## src/rtl/mux2_arb_pkg.sv

```systemverilog
// +----------------------------------------------------------------------------+
// | Module  : mux2_arb_pkg                                                     |
// | Brief   : Shared types and limits for the two-stream round-robin arbiter.  |
// | Revision: 1.0                                                              |
// +----------------------------------------------------------------------------+
`default_nettype none

package mux2_arb_pkg;

    typedef enum logic {
        SRC_A = 1'b0,
        SRC_B = 1'b1
    } src_e;

    typedef enum logic [1:0] {
        ST_IDLE   = 2'd0,
        ST_LOCK_A = 2'd1,
        ST_LOCK_B = 2'd2
    } arb_state_e;

    localparam int MAX_BURST_LIMIT = 255;

endpackage

`default_nettype wire

```

## src/rtl/rr_pick2.sv

```systemverilog
// +----------------------------------------------------------------------------+
// | Module  : rr_pick2                                                         |
// | Brief   : Combinational two-way round-robin pick, no state of its own.     |
// | Revision: 1.0                                                              |
// +----------------------------------------------------------------------------+
`default_nettype none

module rr_pick2
    import mux2_arb_pkg::*;
(
    input  logic i_a_valid,
    input  logic i_b_valid,
    input  logic i_last_grant,
    output logic o_grant,
    output logic o_any_valid
);

    always_comb begin
        o_any_valid = i_a_valid || i_b_valid;
        o_grant     = SRC_A;
        if (i_a_valid && i_b_valid) begin
            // Contested: the side that did not win last time goes first.
            o_grant = (i_last_grant == SRC_B) ? SRC_A : SRC_B;
        end else if (i_b_valid) begin
            o_grant = SRC_B;
        end
    end

endmodule

`default_nettype wire

```

## src/rtl/mux2_stream_arbiter.sv

```systemverilog
// +----------------------------------------------------------------------------+
// | Module  : mux2_stream_arbiter                                              |
// | Brief   : Burst-locking round-robin arbiter of two streams onto one        |
// |           registered output stage.                                         |
// | Revision: 1.0                                                              |
// +----------------------------------------------------------------------------+
`default_nettype none

module mux2_stream_arbiter
    import mux2_arb_pkg::*;
#(
    parameter int WIDTH     = 8,
    parameter int MAX_BURST = 4
) (
    input  logic             clk,
    input  logic             reset,
    input  logic             a_valid,
    output logic             a_ready,
    input  logic [WIDTH-1:0] a_data,
    input  logic             a_last,
    input  logic             b_valid,
    output logic             b_ready,
    input  logic [WIDTH-1:0] b_data,
    input  logic             b_last,
    output logic             out_valid,
    input  logic             out_ready,
    output logic [WIDTH-1:0] out_data,
    output logic             out_last,
    output logic             out_src,
    output logic             sel
);

    localparam int CW = $clog2(MAX_BURST + 1);

    arb_state_e       r_state;
    arb_state_e       w_state_nxt;
    logic [CW-1:0]    r_beat_cnt;
    logic [CW-1:0]    w_beat_cnt_nxt;
    logic [CW-1:0]    w_cnt_inc;
    logic             r_last_grant;
    logic             w_last_grant_nxt;
    logic             r_sel;

    logic             w_pick_grant;
    logic             w_any_valid;
    logic             w_grant;
    logic             w_grant_act;
    logic             w_load_en;
    logic             w_in_valid;
    logic             w_in_last;
    logic [WIDTH-1:0] w_in_data;
    logic             w_xfer;
    logic             w_cap;
    logic             w_release;

    logic             r_out_valid;
    logic [WIDTH-1:0] r_out_data;
    logic             r_out_last;
    logic             r_out_src;

    rr_pick2 u_rr_pick2 (
        .i_a_valid    (a_valid),
        .i_b_valid    (b_valid),
        .i_last_grant (r_last_grant),
        .o_grant      (w_pick_grant),
        .o_any_valid  (w_any_valid)
    );

    // While locked the other requester is ignored even if it is valid.
    always_comb begin
        w_grant     = w_pick_grant;
        w_grant_act = w_any_valid;
        case (r_state)
            ST_LOCK_A: begin
                w_grant     = SRC_A;
                w_grant_act = 1'b1;
            end
            ST_LOCK_B: begin
                w_grant     = SRC_B;
                w_grant_act = 1'b1;
            end
            default: ;
        endcase
    end

    assign w_load_en  = !r_out_valid || out_ready;
    assign a_ready    = w_load_en && w_grant_act && (w_grant == SRC_A);
    assign b_ready    = w_load_en && w_grant_act && (w_grant == SRC_B);
    assign sel        = w_grant_act ? w_grant : r_sel;

    assign w_in_valid = w_grant ? b_valid : a_valid;
    assign w_in_last  = w_grant ? b_last  : a_last;
    assign w_in_data  = sel ? b_data : a_data;

    assign w_xfer     = w_grant_act && w_load_en && w_in_valid;
    assign w_cnt_inc  = r_beat_cnt + CW'(1);
    assign w_cap      = (w_cnt_inc == CW'(MAX_BURST));
    assign w_release  = w_xfer && (w_in_last || w_cap);

    always_comb begin
        w_state_nxt      = r_state;
        w_beat_cnt_nxt   = r_beat_cnt;
        w_last_grant_nxt = r_last_grant;
        if (w_xfer) begin
            if (w_release) begin
                w_state_nxt      = ST_IDLE;
                w_beat_cnt_nxt   = '0;
                w_last_grant_nxt = w_grant;
            end else begin
                w_state_nxt    = w_grant ? ST_LOCK_B : ST_LOCK_A;
                w_beat_cnt_nxt = w_cnt_inc;
            end
        end
    end

    always_ff @(posedge clk) begin
        if (reset) begin
            r_state      <= ST_IDLE;
            r_beat_cnt   <= '0;
            r_last_grant <= SRC_B;
            r_sel        <= 1'b0;
        end else begin
            r_state      <= w_state_nxt;
            r_beat_cnt   <= w_beat_cnt_nxt;
            r_last_grant <= w_last_grant_nxt;
            r_sel        <= sel;
        end
    end

    // A cap-forced release is flagged downstream as a burst end.
    always_ff @(posedge clk) begin
        if (reset) begin
            r_out_valid <= 1'b0;
            r_out_data  <= '0;
            r_out_last  <= 1'b0;
            r_out_src   <= 1'b0;
        end else if (w_xfer) begin
            r_out_valid <= 1'b1;
            r_out_data  <= w_in_data;
            r_out_last  <= w_in_last || w_cap;
            r_out_src   <= w_grant;
        end else if (out_ready) begin
            r_out_valid <= 1'b0;
        end
    end

    assign out_valid = r_out_valid;
    assign out_data  = r_out_data;
    assign out_last  = r_out_last;
    assign out_src   = r_out_src;

endmodule

`default_nettype wire

```

## config.mk

```make
export PLATFORM = sky130hd
export DESIGN_NAME = mux2_stream_arbiter
export DESIGN_NICKNAME = d
export VERILOG_FILES = /design/src/rtl/mux2_arb_pkg.sv /design/src/rtl/rr_pick2.sv /design/src/rtl/mux2_stream_arbiter.sv
export SDC_FILE = /design/constraint.sdc
export NUM_CORES = 1
export LEC_CHECK = 0
export ABC_AREA = 1
export CAP_MARGIN = 10
export CORE_ASPECT_RATIO = 1.4
export CORE_UTILIZATION = 44
export DETAILED_ROUTE_END_ITERATION = 10
export PLACE_DENSITY = 0.79
export SLEW_MARGIN = 20
export SYNTH_ARGS = -nofsm -noshare
export SYNTH_HDL_FRONTEND = slang
export SYNTH_HIERARCHICAL = 1
export SYNTH_SLANG_ARGS = --single-unit
export TNS_END_PERCENT = 100
```

## constraint.sdc

```tcl
create_clock -name clk -period 2 [get_ports clk]
set_input_delay 0.3 -clock clk [delete_from_list [all_inputs] [get_ports clk]]
set_output_delay 0.3 -clock clk [all_outputs]
set_load 0.01 [all_outputs]
```

==> results of run 1 <==
## power breakdown
| part | internal (mW) | total (mW) | switching [mW] |
|---|---|---|---|
| Clock | 0.111 | 0.226 | 0.115 |
| Combinational | 0.208 | 0.429 | 0.221 |
| Sequential | 0.408 | 0.435 | 0.0278 |
| Total | 0.727 | 1.09 | 0.364 |
## metrics by stage
step	setup WS [ns]	util	hold WS [ns]	total power [mW]
finish	0.09685	0.6858	0.4725	1.090
global route	-0.01169	0.6858	0.4944	1.174
CTS	0.004117	0.6784	0.4785	1.095
detailed placement	-0.2313	0.6563	0.4573	0.8650
global placement	-0.1464	0.6563	0.4502	0.8486
floorplan	0.4900	-	0.3691	0.6976
## timing repair
| item | CTS | global route |
|---|---|---|
| resized for setup | 5 | 9 |
| buffers inserted | 0 | 1 |
| pin swaps | 0 | 1 |
| endpoints found under the setup margin | 3 | 3 |
## path summary, 6_finish.rpt
check | endpoint | slack [ns] | startpoint
max reg2reg | r_beat_cnt[0] | 0.34 | r_state[0]
min | r_state[1] | 0.47 | a_valid
min reg2reg | r_state[0] | 0.47 | r_state[0]
max | b_ready | 0.1 | b_valid
## state kept, by name, summed over array words and instances, names as in the netlist
register and flops:
out_data 8, r_beat_cnt 3, r_state 2, out_last 1
out_src 1, out_valid 1, r_last_grant 1, r_sel 1
## critical path, delay by kind of cell
| kind | cells | cell delay, ns |
|---|---|---|
| AO/OA/AOI/OAI | 1 | 0.14 |
| AND/OR/NAND/NOR | 3 | 0.30 |
| buffers and inverters | 4 | 0.88 |
## synth_stat cells
| cell type | count |
|---|---|
| nand4_1 | 1 |
| nand2_4 | 2 |
| nand3_1 | 15 |
| inv_2 | 1 |
| or2_1 | 1 |
| nor2_1 | 25 |
| buf_8 | 1 |
| buf_2 | 1 |
| nand2_2 | 5 |
| nand3_2 | 1 |
| dfxtp_1 | 18 |
| ha_1 | 3 |
| clkbuf_8 | 1 |
| a21oi_1 | 7 |
| inv_1 | 30 |
| nand2_1 | 58 |
## layout make-up
cell class	instances	share of cell area
Tap cell	22	0.01823
Clock buffer	4	0.02403
Inverter	31	0.07705
Multi-Input combinational cell	118	0.3703
Sequential cell	18	0.2394
Timing Repair Buffer	43	0.2709
## logic make-up (layout without fill, tap and decap cells)
logic type               after synthesis  count (layout)  synth area share
flip-flops                            18              18            0.3445
AO/OA/AOI/OAI                          7               7           0.03349
AND/OR/NAND/NOR                      108             108            0.4426
buffers and inverters                 34              78            0.1435
adder cells (fa/ha/maj)                3               3           0.03589
## layer usage
metal	share of wire	vias to the layer above	GRT usage
met3	0.030	4	0.03927
met2	0.56	18	0.3902
met4	0.0097	0	0.06061
li1	-	596	-
met5	0	-	0
met1	0.40	493	0.2195
==> results.yml, run 1 <==
status:
  status: "completed"
power_and_ir_drop:
  ir_drop_mv: 0.5473
  p_per_area_mw_per_mm2: 722.1
  leakage_nw: 0.7912
worst_setup_path:
  crit_arrival_ns: 1.60
  required_ns: 1.70
  path_class: "input port to output port"
  rr_worst_depth: 11
  crit_path_end_kind: "output port"
  crit_fanout: 4
  critPathLaunchType: "input port"
  critPathMaxStageDelay_ns: 0.50
  cpMaxStageDelayCell: "clkdlybuf4s50_1"
  path_cells: "clkdlybuf4s50_1 -> inv_1 -> a21oi_2 -> nand2_1 -> nand2_2 -> nand2_1 -> inv_1 -> clkdlybuf4s15_1"
yosys:
  yosysTopAreaCell: "dfxtp_1"
  syn_avg_cell_area_um2: 6.153
  synth_top_area_share: 0.3445
  syn_area_mm2: 0.001046
  syn_inst: 170
  synth_fp_nets: 196
  ys_seq_elements: 18
  yosysSeqAreaShare: 0.3445
  ys_warn_count: 6
  synth.top_cells.by_area: "dfxtp_1 (34%), nand2_1 (21%), inv_1 (11%)"
  synthDistinctLibCells: 16
final_layout:
  final_common_cell: "nand2_1"
  final_cell_mix: "nand2_1 (56), clkdlybuf4s50_1 (32), inv_1 (29)"
  drive_gt1_frac: 0.1308
  diodes: 0
  final-seq-area_um2: 361.6
  area_growth_pct: 44.38
  stdcell_count: 236
  multi_input_area_um2: 559.3
  fin_nets: 241
  fin_area_mm2: 0.001510
  nFillCells: 196
drt:
  wl_per_cell_um: 10.50
  drt_first_pass_iters: 4
  drc: 0
  route.vias.total: 1111
  wl_um: 2477
  ant_nets: 0
  drtIter0Drc: 15
  vias_per_cell: 4.708
timing:
  fin_crit_ns: 1.903
  post-route-period-util: 0.9516
  final-hold-violation-count: 0
  skew_ns: 0.002796
  slew_viol_final: 0
  slew-limit-headroom: 0.7329
  setup-violations-final: 0
  worst_slew_pin_slew_ns: 0.4003
  fin_setup_tns_ns: 0
  fmax_mhz: 525.4
floorplan:
  io_pins: 37
  dieHeight_um: 59.69
  dieArea_mm2: 0.002579
  initial_utilization: 0.4750
  core-area_mm2: 0.002202
  die_x_um: 43.21
  rows: 20
job:
  cap_violations: 0
clocking:
  cts.path.max_buffers: 2
  cts_hold_buf: 0
  cts_made_buffers: 3
  ctsRootBufferMaster: "clkbuf_4"
  clk_latency_ns: 0.29
  cts_sinks: 18
  clkTransAtPathRegs_ns: 0.10
  h-tree-depth: 1
  cts_tree: "built"
placed_design:
  dpl_cell_area_mm2: 0.001445
  hpwl_um: 1906
  gp_congestion: 0.8712
  io_buffers: 36
  dp.cells: 231
hold_path:
  hold_class: "input port to register"
  worstHoldPathCells: 4
global_routing:
  antenna_found_initial: 0
  grt_pass1_wl_um: 4057
  grt_pass1_vias: 1012
  gr-usage-all-layers: 0.2032
  grt-ovfl-total: 0
  grt_max_degree: 25
(Power assumes the default switching activity.)
==> run 2, diff against run 1 <==
--- a/config.mk
+++ b/config.mk
@@ -8,10 +8,10 @@
 export ABC_AREA = 1
 export CAP_MARGIN = 10
 export CORE_ASPECT_RATIO = 1.4
-export CORE_UTILIZATION = 44
+export CORE_UTILIZATION = 40
 export DETAILED_ROUTE_END_ITERATION = 10
-export PLACE_DENSITY = 0.79
-export SLEW_MARGIN = 20
+export PLACE_DENSITY = 0.75
+export SLEW_MARGIN = 40
 export SYNTH_ARGS = -nofsm -noshare
 export SYNTH_HDL_FRONTEND = slang
 export SYNTH_HIERARCHICAL = 1
==> constraint.sdc (replaced) <==
create_clock -name clk -period 1.6 [get_ports clk]
set_input_delay 0.24 -clock clk [delete_from_list [all_inputs] [get_ports clk]]
set_output_delay 0.24 -clock clk [all_outputs]
set_load 0.01 [all_outputs]
==> results.yml, run 2 (synthesis results as in run 1) <==
worst_setup_path:
  path_cells: "inv_2 -> ha_4 -> inv_2 -> nand2_4 -> nand2_4 -> nand2_4 -> nand2_4 -> buf_6"
  critPathLaunchType: "register"
  path_class: "register to output port"
  cp_num_buf_inv: 3
  crit_fanout: 5
  cpMaxStageDelayCell: "dfxtp_2"
  critPathMaxStageDelay_ns: 0.35
  cp_common_cell: "nand2_4"
  crit_arrival_ns: 1.45
  critPathTopFamily: "flip-flops"
  crit_path_end_kind: "output port"
  required_ns: 1.36
final_layout:
  area_growth_pct: 64.23
  drive_gt1_frac: 0.2356
  largest_reg_flops: 8
  final_common_cell: "nand2_1"
  fin_util: 0.7030
  diodes: 0
  final_cell_mix: "nand2_1 (51), clkdlybuf4s50_1 (31), inv_1 (28)"
  fin_nets: 252
  nFillCells: 213
floorplan:
  die_x_um: 45.22
  dieArea_mm2: 0.002826
  io_pins: 37
  rows: 21
  dieHeight_um: 62.51
  core-area_mm2: 0.002444
  initial_utilization: 0.4281
clocking:
  clk_latency_ns: 0.30
  cts_hold_buf: 0
  ctsRootBufferMaster: "clkbuf_4"
  cts_tree: "built"
  cts.path.max_buffers: 2
  cts_made_buffers: 3
  cts_sinks: 18
  clkTransAtPathRegs_ns: 0.10
  h-tree-depth: 1
power_and_ir_drop:
  swShare: 0.3510
  p_int_uw: 980.0
  sequentialPowerShare: 0.361
  ir_drop_mv: 0.7726
  leakage_nw: 0.8790
  switchingPower_uw: 530.1
  clockPowerShare: 0.193
  p_comb_frac: 0.447
  p_per_area_mw_per_mm2: 879.0
drt:
  wl_per_cell_um: 11.52
  vias_per_cell: 4.683
  wl_um: 2983
  drt_first_pass_iters: 5
  route.vias.total: 1213
  drc: 0
  ant_nets: 0
  drtIter0Drc: 29
timing:
  setup_ws_ns: -0.09434
  fmax_mhz: 590.2
  post-route-period-util: 1.059
  final-hold-violation-count: 0
  rsz0062_at_grt: "yes"
  slew-limit-headroom: 0.8332
  skew_ns: 0.006235
  setup-violations-final: 6
  slew_viol_final: 0
  worst_slew_pin_slew_ns: 0.2499
  fin_crit_ns: 1.694
global_routing:
  grt_pass1_vias: 1136
  grt-ovfl-total: 0
  gr-usage-all-layers: 0.2200
  grt_max_degree: 25
  grt_pass1_wl_um: 4664
  antenna_found_initial: 0
hold_path:
  hold_class: "register to register"
placed_design:
  gp_congestion: 0.7802
  io_buffers: 36
  hpwl_um: 2056
  dp_slack_ns: -0.5434
status:
  status: "finished with violations"
  violations: "negative setup slack"
job:
  cap_violations: 0
-- run 2: timing repair --
action / 4_1_cts / 5_1_grt
cloned: 0 / 1
resized for setup: 33 / 15
endpoints found under the setup margin: 19 / 20
pin swaps: 8 / 10
endpoints found under the hold margin: 0 / 0
setup buffers: 3 / 2
-- run 2: worst register-to-register path: cells and delay by family (launching register included) --
family | cells | cell delay, ns
flip-flops | 1 | 0.35
AND/OR/NAND/NOR | 6 | 0.58
buffers and inverters | 4 | 0.33
adder cells (fa/ha/maj) | 1 | 0.30
-- run 2: area by class of cell --
class / count / area, um^2 / area share
clock buffers: 4 / 36.28 / 0.02112
repair buffers: 53 / 493.0 / 0.2870
well taps: 34 / 42.54 / 0.02476
multi-input cells: 119 / 666.9 / 0.3882
inverters: 31 / 116.4 / 0.06774
flip-flops and latches: 18 / 362.8 / 0.2112
-- run 2: worst paths after layout --
| kind | from | endpoint | slack [ns] | cells after the start |
|---|---|---|---|---|
| setup / recovery | r_state[0] | sel | -0.09 | 8 |
| hold / removal | r_last_grant | r_last_grant | 0.47 | 2 |
| hold reg to reg | r_last_grant | r_last_grant | 0.47 | 2 |
| setup reg to reg | r_state[0] | r_beat_cnt[0] | -0.05 | 11 |
-- run 2: per-layer routing --
| metal | vias up | global-route usage | wire length [um] |
|---|---|---|---|
| met4 | 0 | 0.1023 | 77 |
| met1 | 555 | 0.2406 | 1119 |
| met2 | 30 | 0.4004 | 1712 |
| li1 | 621 | - | - |
| met3 | 7 | 0.01734 | 73 |
| met5 | - | 0 | 0 |
-- run 2: power by group through the flow --
stage / sequential, mW / combinational [mW] / clock, mW
after detailed placement: 0.552 / 0.552 / 0
after global placement: 0.549 / 0.536 / 0
after CTS: 0.544 / 0.607 / 0.295
after global routing: 0.550 / 0.748 / 0.314
final: 0.545 / 0.674 / 0.291
after floorplan: 0.567 / 0.305 / 0
-- run 2: through the flow --
stage / total power, mW / area, um^2 / TNS (ns) / hold slack (ns) / instances
6_report: 1.510 / 1718 / -0.3535 / 0.4682 / 259
5_1_grt: 1.612 / 1718 / -1.723 / 0.4953 / 259
4_1_cts: 1.446 / 1627 / -0.2830 / 0.4725 / 256
3_5_place_dp: 1.104 / 1505 / -6.423 / 0.4566 / 249
3_3_place_gp: 1.085 / 1505 / -5.406 / 0.4531 / 249
2_1_floorplan: 0.8720 / 1046 / 0 / 0.3091 / 170
